<file path="config.mk">
export PLATFORM = sky130hd
export DESIGN_NAME = i2c_master_byte
export DESIGN_NICKNAME = d
export VERILOG_FILES = /design/src/rtl/i2c_master_byte.sv
export SDC_FILE = /design/constraint.sdc
export NUM_CORES = 1
export LEC_CHECK = 0
export BUFFER_PORTS_ARGS = -buffer_cell sky130_fd_sc_hd__clkbuf_2
export CAP_MARGIN = 10
export CORE_ASPECT_RATIO = 0.75
export CORE_MARGIN = 10
export CORE_UTILIZATION = 45
export DETAILED_ROUTE_END_ITERATION = 7
export MAX_ROUTING_LAYER = met4
export PLACE_DENSITY = 0.74
export SLEW_MARGIN = 20
export SYNTH_ARGS = -nofsm -noshare
export SYNTH_HDL_FRONTEND = slang
export SYNTH_SLANG_ARGS = --single-unit
</file>
<file path="constraint.sdc">
create_clock -name clk -period 1.85 [get_ports clk]
set_clock_uncertainty 0.05 [all_clocks]
set_input_delay 0.37 -clock clk [delete_from_list [all_inputs] [get_ports clk]]
set_output_delay 0.37 -clock clk [all_outputs]
set_load 0.02 [all_outputs]
</file>
<file path="src/rtl/i2c_master_byte.sv">
// Single-byte I2C master bit engine driven by divider SCL-phase strobes.
// Optional `I2C_ARB_LOST_EN adds the arb_lost output and SDA readback check.
module i2c_master_byte #(
   parameter bit READ_ACK = 1'b0
) (
   input  logic       clk,
   input  logic       rst_n,
   input  logic       scl_p,
   input  logic       scl_n,
   input  logic       start,
   input  logic [6:0] addr,
   input  logic       rw,
   input  logic [7:0] wdata,
   input  logic       sda_in,
   output logic       sda_oe,
   output logic       scl_oe,
   output logic       busy,
   output logic       done,
   output logic       ack_err,
`ifdef I2C_ARB_LOST_EN
   output logic       arb_lost,
`endif
   output logic [7:0] rdata
);

   typedef enum logic [3:0] {
      IDLE, START, ADDR, ADDR_ACK, WDATA,
      WACK, RDATA, RNACK, STOP
   } state_t;

   state_t     state;
   logic [7:0] ash;
   logic [7:0] wsh;
   logic [7:0] rsh;
   logic [2:0] cnt;
   logic       smp;
   logic       ph;
   logic       clk_en;

   // START ignores strobes until its first scl_p
   assign clk_en = (state != IDLE) && !(state == START && !ph);

   always_ff @(posedge clk or negedge rst_n) begin
      if (!rst_n) begin
         state   <= IDLE;
         sda_oe  <= 1'b0;
         scl_oe  <= 1'b0;
         busy    <= 1'b0;
         done    <= 1'b0;
         ack_err <= 1'b0;
         rdata   <= 8'h00;
         ash     <= 8'h00;
         wsh     <= 8'h00;
         rsh     <= 8'h00;
         cnt     <= 3'd0;
         smp     <= 1'b0;
         ph      <= 1'b0;
`ifdef I2C_ARB_LOST_EN
         arb_lost <= 1'b0;
`endif
      end else begin
         done <= 1'b0;
`ifdef I2C_ARB_LOST_EN
         arb_lost <= 1'b0;
`endif
         if (clk_en) begin
            if (scl_n)
               scl_oe <= 1'b1;
            else if (scl_p)
               scl_oe <= 1'b0;
         end
         unique case (state)
            IDLE: begin
               if (start) begin
                  ash     <= {addr, rw};
                  wsh     <= wdata;
                  busy    <= 1'b1;
                  ack_err <= 1'b0;
                  ph      <= 1'b0;
                  state   <= START;
               end
            end
            START: begin
               if (scl_n && ph) begin
                  sda_oe <= ~ash[7];
                  cnt    <= 3'd7;
                  state  <= ADDR;
               end else if (scl_p && !scl_n) begin
                  sda_oe <= 1'b1;
                  ph     <= 1'b1;
               end
            end
            ADDR, WDATA: begin
               if (scl_n) begin
                  if (cnt == 3'd0) begin
                     sda_oe <= 1'b0;
                     state  <= (state == ADDR) ? ADDR_ACK : WACK;
                  end else begin
                     cnt    <= cnt - 3'd1;
                     sda_oe <= (state == ADDR) ? ~ash[cnt - 3'd1]
                                               : ~wsh[cnt - 3'd1];
                  end
               end
`ifdef I2C_ARB_LOST_EN
               else if (scl_p && !sda_oe && !sda_in) begin
                  arb_lost <= 1'b1;
                  busy     <= 1'b0;
                  state    <= IDLE;
               end
`endif
            end
            ADDR_ACK: begin
               if (scl_n) begin
                  cnt <= 3'd7;
                  if (smp) begin
                     ack_err <= 1'b1;
                     sda_oe  <= 1'b1;
                     ph      <= 1'b0;
                     state   <= STOP;
                  end else if (!ash[0]) begin
                     sda_oe <= ~wsh[7];
                     state  <= WDATA;
                  end else begin
                     sda_oe <= 1'b0;
                     state  <= RDATA;
                  end
               end else if (scl_p) begin
                  smp <= sda_in;
               end
            end
            WACK: begin
               if (scl_n) begin
                  ack_err <= smp;
                  sda_oe  <= 1'b1;
                  ph      <= 1'b0;
                  state   <= STOP;
               end else if (scl_p) begin
                  smp <= sda_in;
               end
            end
            RDATA: begin
               if (scl_n) begin
                  if (cnt == 3'd0) begin
                     sda_oe <= READ_ACK;
                     state  <= RNACK;
                  end else begin
                     cnt <= cnt - 3'd1;
                  end
               end else if (scl_p) begin
                  rsh <= {rsh[6:0], sda_in};
               end
            end
            RNACK: begin
               if (scl_n) begin
                  sda_oe <= 1'b1;
                  ph     <= 1'b0;
                  state  <= STOP;
               end
            end
            STOP: begin
               if (scl_n && ph) begin
                  scl_oe <= 1'b0;
                  sda_oe <= 1'b0;
                  done   <= 1'b1;
                  busy   <= 1'b0;
                  if (ash[0])
                     rdata <= rsh;
                  state  <= IDLE;
               end else if (scl_p && !scl_n) begin
                  ph <= 1'b1;
               end
            end
            default: state <= IDLE;
         endcase
      end
   end

endmodule

</file>
* Word-level counts from Yosys, hierarchy flattened *
Index checks and enable logic that the tools add are counted.

word-level totals
  RAM bits = 0
  memories kept = 0
  bits in read-only memories = 0
  output and inout bits = 13
  bits in registers = 46
  bits in latches = 0

cells by class
  mux-type cells = 54
  reduce and logical (&&, ||, !) cells = 30
  $mul = 0
  bitwise gates (word level) = 5
  div/mod/pow operators = 0
  shift-type cells = 0
  equal/unequal tests = 24
  $add $sub $neg = 1
  $lt $le $gt $ge = 1

operator list
  operator              count
  $mux W4               10
  $mux W1               30
  $pmux W4 S7           1
  $ne A2 B2 Y1 const B  11
  $eq A4 B3 Y1 const B  4
  $mux W3               5
  $reduce_and A3 Y1     4
  $reduce_and A5 Y1     2
  $pmux W3 S3           1
  $reduce_and A9 Y1     1
  $eq A4 B2 Y1 const B  2
  $ne A2 B1 Y1 const B  4
  $reduce_and A8 Y1     1
  $reduce_bool A4 Y1    2
  $reduce_or A2 Y1      4
  $reduce_and A7 Y1     1
  $bmux W1 S3           2
  $pmux W1 S6           1
  $reduce_bool A3 Y1    2
  $reduce_bool A6 Y1    1
  $not A1 Y1            5
  $eq A4 B1 Y1 const B  1
  $eq A4 B4 Y1 const B  1
  $logic_and A1 B1 Y1   4
  other kinds (13)      15

* Longest topological paths before layout *
  word-level depth = 8
  depth in mapped cells = 9
  mapped depth without buffers = 7

* Worst setup path before layout *
No wires, ideal clock.

  path type = register to register
  start point = register cnt[0]
  end point = register sda_oe
  stages on the path, launching flop included = 9
  path slack = -169 ps
  required time = 1735 ps
  period minus slack after synthesis = 2019 ps
  data arrival time = 1904 ps
  path through = dfrtp_1 buf_6 inv_1 ha_1 mux4_2 nor4_1 o32ai_1 a21oi_1 mux2_2

on the way
  cells in the longest elaborated chain, start to end = 8

RTL lines
  what                                   line      RTL
  from (decl)                            35        logic [2:0] cnt;
  from (signal assigned)                 99        cnt <= cnt - 3'd1;
  from (signal assigned)                 147       cnt <= cnt - 3'd1;
  $sub A3 B1 Y3                          100, 101
  $bmux W1 S3, on equally long branches  101, 100
  $mux W1, on equally long branches      101, 100
  $not A1 Y1, on equally long branches   101, 100
  $mux W1                                100       sda_oe <= (state == ADDR) ? ~ash[cnt - 3'd1]
  $mux W1                                95        if (cnt == 3'd0) begin
  $mux W1                                94        if (scl_n) begin
  $pmux W1 S6                            72        unique case (state)
  to (signal assigned)                   85        sda_oe <= ~ash[7];
  to (signal assigned)                   100
  to (signal assigned)                   121       sda_oe <= ~wsh[7];
  to (decl)                              15        output logic sda_oe,

Several ways; a longest one is shown, not always the timed one. The select of a mux whose other input is x is not followed.
A chain may end at the register's enable or synchronous reset.

* Final worst setup path *
Ends and elaborated chain as after synthesis.

==> flow_summary.html <==
<table>
<tr><th>Metric</th><th>Value</th></tr>
<tr><th colspan="2">Power</th></tr>
<tr><td>Largest vdd supply drop</td><td>0.000768 V</td></tr>
<tr><td>Power share of the clock group</td><td>approximately 14%</td></tr>
<tr><td>P_leak</td><td>between 1 and 1.5 nW</td></tr>
<tr><td>Internal power contribution</td><td>0.00285 W</td></tr>
<tr><td>P per Cell Area</td><td>1540 mW/mm²</td></tr>
<tr><td>Net Switching</td><td>approximately 0.0017 W</td></tr>
<tr><td>Switching share of power</td><td>37.7%</td></tr>
<tr><td>Part of the total power dissipated in sequential elements</td><td>between 30% and 40%</td></tr>
<tr><td>Part of the power in combinational logic</td><td>50.1%</td></tr>
<tr><th colspan="2">Placement</th></tr>
<tr><td>Port buffer count</td><td>34</td></tr>
<tr><td>Gp weighted congestion</td><td>0.881</td></tr>
<tr><td>Pre-CTS setup slack</td><td>-90.5 ps</td></tr>
<tr><td>Placed Instance Area</td><td>between 0.002 and 0.003 mm²</td></tr>
<tr><td>Half-perimeter wire length after placement</td><td>4080 µm</td></tr>
<tr><th colspan="2">Final layout</th></tr>
<tr><td>Post-layout instance area</td><td>between 0.002 and 0.003 mm²</td></tr>
<tr><td>End-of-flow core utilization</td><td>56.6%</td></tr>
<tr><td>Leading cell types in the layout, fill and taps excluded</td><td>46 x sky130_fd_sc_hd__dfrtp_1, 34 x sky130_fd_sc_hd__clkbuf_2, 27 x sky130_fd_sc_hd__mux2_2, 25 x sky130_fd_sc_hd__buf_4, 10 x sky130_fd_sc_hd__a21oi_1</td></tr>
<tr><td>Number of inserted diodes</td><td>0</td></tr>
<tr><td>Area growth from synthesis to layout</td><td>22.9%</td></tr>
<tr><td>Leading cell type in the layout, fill and taps excluded</td><td>sky130_fd_sc_hd__dfrtp_1</td></tr>
<tr><td>Final-stage net count</td><td>~280</td></tr>
<tr><td>Layout cells sized above 1</td><td>52.0%</td></tr>
<tr><th colspan="2">STA</th></tr>
<tr><td>Pins over their slew limit</td><td>0</td></tr>
<tr><td>Relative slew margins</td><td>approximately two thirds</td></tr>
<tr><td>Slew at the pin with the worst max-slew slack</td><td>482 ps</td></tr>
<tr><td>Hold Worst Slack</td><td>239 ps</td></tr>
<tr><td>Setup total negative slack</td><td>-62.4 ps</td></tr>
<tr><td>Total setup violations reported at the end of the flow</td><td>1</td></tr>
<tr><td>Final period demand of the worst path</td><td>roughly 1900 ps</td></tr>
<tr><td>Smallest setup slack after layout</td><td>-62.4 ps</td></tr>
<tr><td>Final Hold Fails</td><td>0</td></tr>
<tr><td>RSZ-0062 raised after global routing</td><td>yes</td></tr>
<tr><td>Fmax</td><td>around 0.52 GHz</td></tr>
<tr><td>Fin crit share</td><td>103%</td></tr>
<tr><th colspan="2">Synthesis</th></tr>
<tr><td>Compound-cell area share of the yosys netlist</td><td>8.36%</td></tr>
<tr><td>Predominant post-synthesis flop cell</td><td>sky130_fd_sc_hd__dfrtp_1</td></tr>
<tr><td>Synthesized-area fraction occupied by adder cells</td><td>under 10%</td></tr>
<tr><td>Synth Area per Inst</td><td>approximately 13 µm²</td></tr>
<tr><td>Netlist Area Pre-Place</td><td>0.00242 mm²</td></tr>
<tr><td>Share of synthesized cell area in and, or, nand and nor gates</td><td>14.9%</td></tr>
<tr><td>Xor and xnor area share after synthesis</td><td>roughly 1.8%</td></tr>
<tr><td>Number of warnings issued by yosys</td><td>0</td></tr>
<tr><td>Dominant combinational cell family by area after synthesis</td><td>multiplexers</td></tr>
<tr><td>Sequential element share of the synthesized area</td><td>47.5%</td></tr>
<tr><td>Unique masters post-synth</td><td>55</td></tr>
<tr><td>Post-synthesis async set-or-reset flop share</td><td>between 90% and 100%</td></tr>
<tr><td>Post-synthesis net count</td><td>217</td></tr>
<tr><td>EDFF count, synth</td><td>0</td></tr>
<tr><td>Cells after Synth</td><td>193</td></tr>
<tr><td>Synthesized flop and latch total</td><td>46</td></tr>
<tr><td>Multiplexer area fraction after synthesis</td><td>22.3%</td></tr>
<tr><th colspan="2">Floorplan</th></tr>
<tr><td>Y dimension of the die</td><td>approximately 84 µm</td></tr>
<tr><td>Site row count</td><td>23</td></tr>
<tr><td>Total I/O pin count</td><td>35</td></tr>
<tr><td>Die outline width</td><td>105 µm</td></tr>
<tr><td>Placeable core area</td><td>0.00527 mm²</td></tr>
<tr><td>Area of the die</td><td>0.00875 mm²</td></tr>
<tr><td>Initial standard-cell utilization of the core</td><td>between 40% and 50%</td></tr>
<tr><th colspan="2">Worst setup path</th></tr>
<tr><td>Largest fanout of any net on the critical path</td><td>4</td></tr>
<tr><td>Nature of the critical path startpoint</td><td>flop</td></tr>
<tr><td>Worst endpoint data arrival time</td><td>roughly 2100 ps</td></tr>
<tr><td>Data required time of the critical path</td><td>2060 ps</td></tr>
<tr><td>Type of element capturing the critical path</td><td>flop</td></tr>
<tr><td>Worst Setup Path Type</td><td>flop to flop</td></tr>
<tr><th colspan="2">Routing</th></tr>
<tr><td>Routed wirelength normalized by instance count</td><td>16.2 µm</td></tr>
<tr><td>Final WL</td><td>5300 µm</td></tr>
<tr><td>First-pass iteration count of the detailed router</td><td>4</td></tr>
<tr><td>Total via count after detailed routing</td><td>1728</td></tr>
<tr><td>Number of nets with antenna violations after detailed routing</td><td>0</td></tr>
<tr><td>Remaining routing DRC violations</td><td>0</td></tr>
<tr><td>DRC marker count from the first detailed-route iteration</td><td>about 170</td></tr>
<tr><td>Vias per inst</td><td>5.28</td></tr>
<tr><th colspan="2">Global routing</th></tr>
<tr><td>Number of antenna violations at the first check in global routing</td><td>0</td></tr>
<tr><td>Via count of the first global-routing pass</td><td>1909</td></tr>
<tr><td>Total routing usage reported by global routing</td><td>between 10% and 20%</td></tr>
<tr><td>First-pass GRT wire length</td><td>9480 µm</td></tr>
<tr><td>Maximum number of pins on one net before global-route repair</td><td>32</td></tr>
<tr><td>Total overflow reported by the global router</td><td>0</td></tr>
<tr><th colspan="2">Outcome</th></tr>
<tr><td>Violated checks</td><td>setup timing</td></tr>
<tr><td>Outcome</td><td>complete, but fails checks</td></tr>
<tr><th colspan="2">Clock network</th></tr>
<tr><td>Clock root buffer</td><td>sky130_fd_sc_hd__clkbuf_8</td></tr>
<tr><td>Clock sink count</td><td>46</td></tr>
<tr><td>Clock tree from TritonCTS</td><td>yes</td></tr>
<tr><td>Post-CTS setup-driven buffer insertion count</td><td>0</td></tr>
<tr><td>Clock network latency to the later pin of the worst-skew pair</td><td>310 ps</td></tr>
<tr><td>Clk buf depth</td><td>2</td></tr>
<tr><td>Clock Pin Slew Worst Setup and Hold Paths</td><td>around 100 ps</td></tr>
<tr><td>Number of H-tree levels</td><td>2</td></tr>
<tr><td>Clock buffer count from CTS</td><td>5</td></tr>
<tr><th colspan="2">Run</th></tr>
<tr><td>Max_cap viols</td><td>0</td></tr>
<tr><th colspan="2">Min path</th></tr>
<tr><td>HP Class</td><td>input port to flop</td></tr>
</table>
path summary, 6_finish.rpt:
check | start | to | slack (ps) | cells past startpoint
max | cnt[0] | sda_oe | -60 | 7
min | addr[4] | ash[5] | 240 | 2
max reg2reg | cnt[0] | sda_oe | -60 | 7
min reg2reg | wsh[1] | wsh[1] | 460 | 1
max in group asynchronous | rst_n | ash[5] | 760 | 3
min in group asynchronous | rst_n | state[3] | 480 | 2
synthesized netlist by cell type (3+ instances only):
cell	number	area, µm²
sky130_fd_sc_hd__nor3_1	6	30.0
sky130_fd_sc_hd__nand2_1	7	26.3
sky130_fd_sc_hd__mux2_4	9	135
sky130_fd_sc_hd__a21oi_1	10	50.1
sky130_fd_sc_hd__buf_4	3	22.5
sky130_fd_sc_hd__inv_1	5	18.8
sky130_fd_sc_hd__buf_6	3	33.8
sky130_fd_sc_hd__o21ai_0	5	25.0
sky130_fd_sc_hd__mux2_2	27	304
sky130_fd_sc_hd__nand3_1	4	20.0
sky130_fd_sc_hd__mux4_2	4	90.1
sky130_fd_sc_hd__nor2_1	8	30.0
sky130_fd_sc_hd__dfrtp_1	46	1150
sky130_fd_sc_hd__xor2_1	3	26.3
metal layers:
metal  wire length, µm  part of all wire [%]  global-route usage [%]  up-vias
met1              2470                    47                    17.3      856
met4               100                   1.9                    4.48        0
met2              2560                    48                    20.1       40
met5                 0                     0                       -        -
met3               172                   3.2                    3.32        9
li1                  -                     -                       -      823
power groups by stage:
stage / Combinational (W) / Clock, W / Sequential (W)
3_5_place_dp: 0.00227 / 0 / 0.00165
4_1_cts: 0.00229 / 0.000679 / 0.00163
6_report: 0.00229 / 0.000654 / 0.00163
3_3_place_gp: 0.00220 / 0 / 0.00163
5_1_grt: 0.00253 / 0.000707 / 0.00168
2_1_floorplan: 0.00169 / 0 / 0.00153
worst max-delay path, cell delays in order, from the launching register on:
cell and delay (ps):
sky130_fd_sc_hd__dfrtp_1 410, sky130_fd_sc_hd__inv_4 50, sky130_fd_sc_hd__ha_4 290, sky130_fd_sc_hd__mux4_2 520
sky130_fd_sc_hd__nor4_2 150, sky130_fd_sc_hd__o32ai_1 120, sky130_fd_sc_hd__a21oi_1 120, sky130_fd_sc_hd__mux2_2 150
state kept, by name, indices dropped and copies added (netlist names), 3 cells and up:
signal	cells
rdata	8
wsh	8
rsh	8
ash	8
state	4
cnt	3
stage by stage:
step,std cells,power (W)
floorplan,193,0.00322
global placement,318,0.00384
detailed placement,318,0.00391
CTS,327,0.00460
global route,327,0.00492
finish,327,0.00458
cell families after synthesis:
| kind of cell | after synthesis |
|---|---|
| buf+inv | 16 |
| flops | 46 |
| mux | 41 |
| simple gates | 54 |
| fa+ha+maj | 2 |
| xor+xnor | 5 |
| compound gates | 29 |
repair_timing:
item / CTS / global route
endpoints found under the hold margin: 15 / 0
endpoints found under the setup margin: 1 / 22
gates resized for setup: 1 / 4
hold buffers: 1 / 0
cell type report:
type	instances	area [µm²]
fill	432	2290
multi-input combinational	131	1210
sequential	46	1150
timing repair buffer	62	408
tap	75	93.8
clock buffer	5	68.8
clock inverter	3	25.0
inverter	5	21.3
Power figures use the tool's default switching activity.
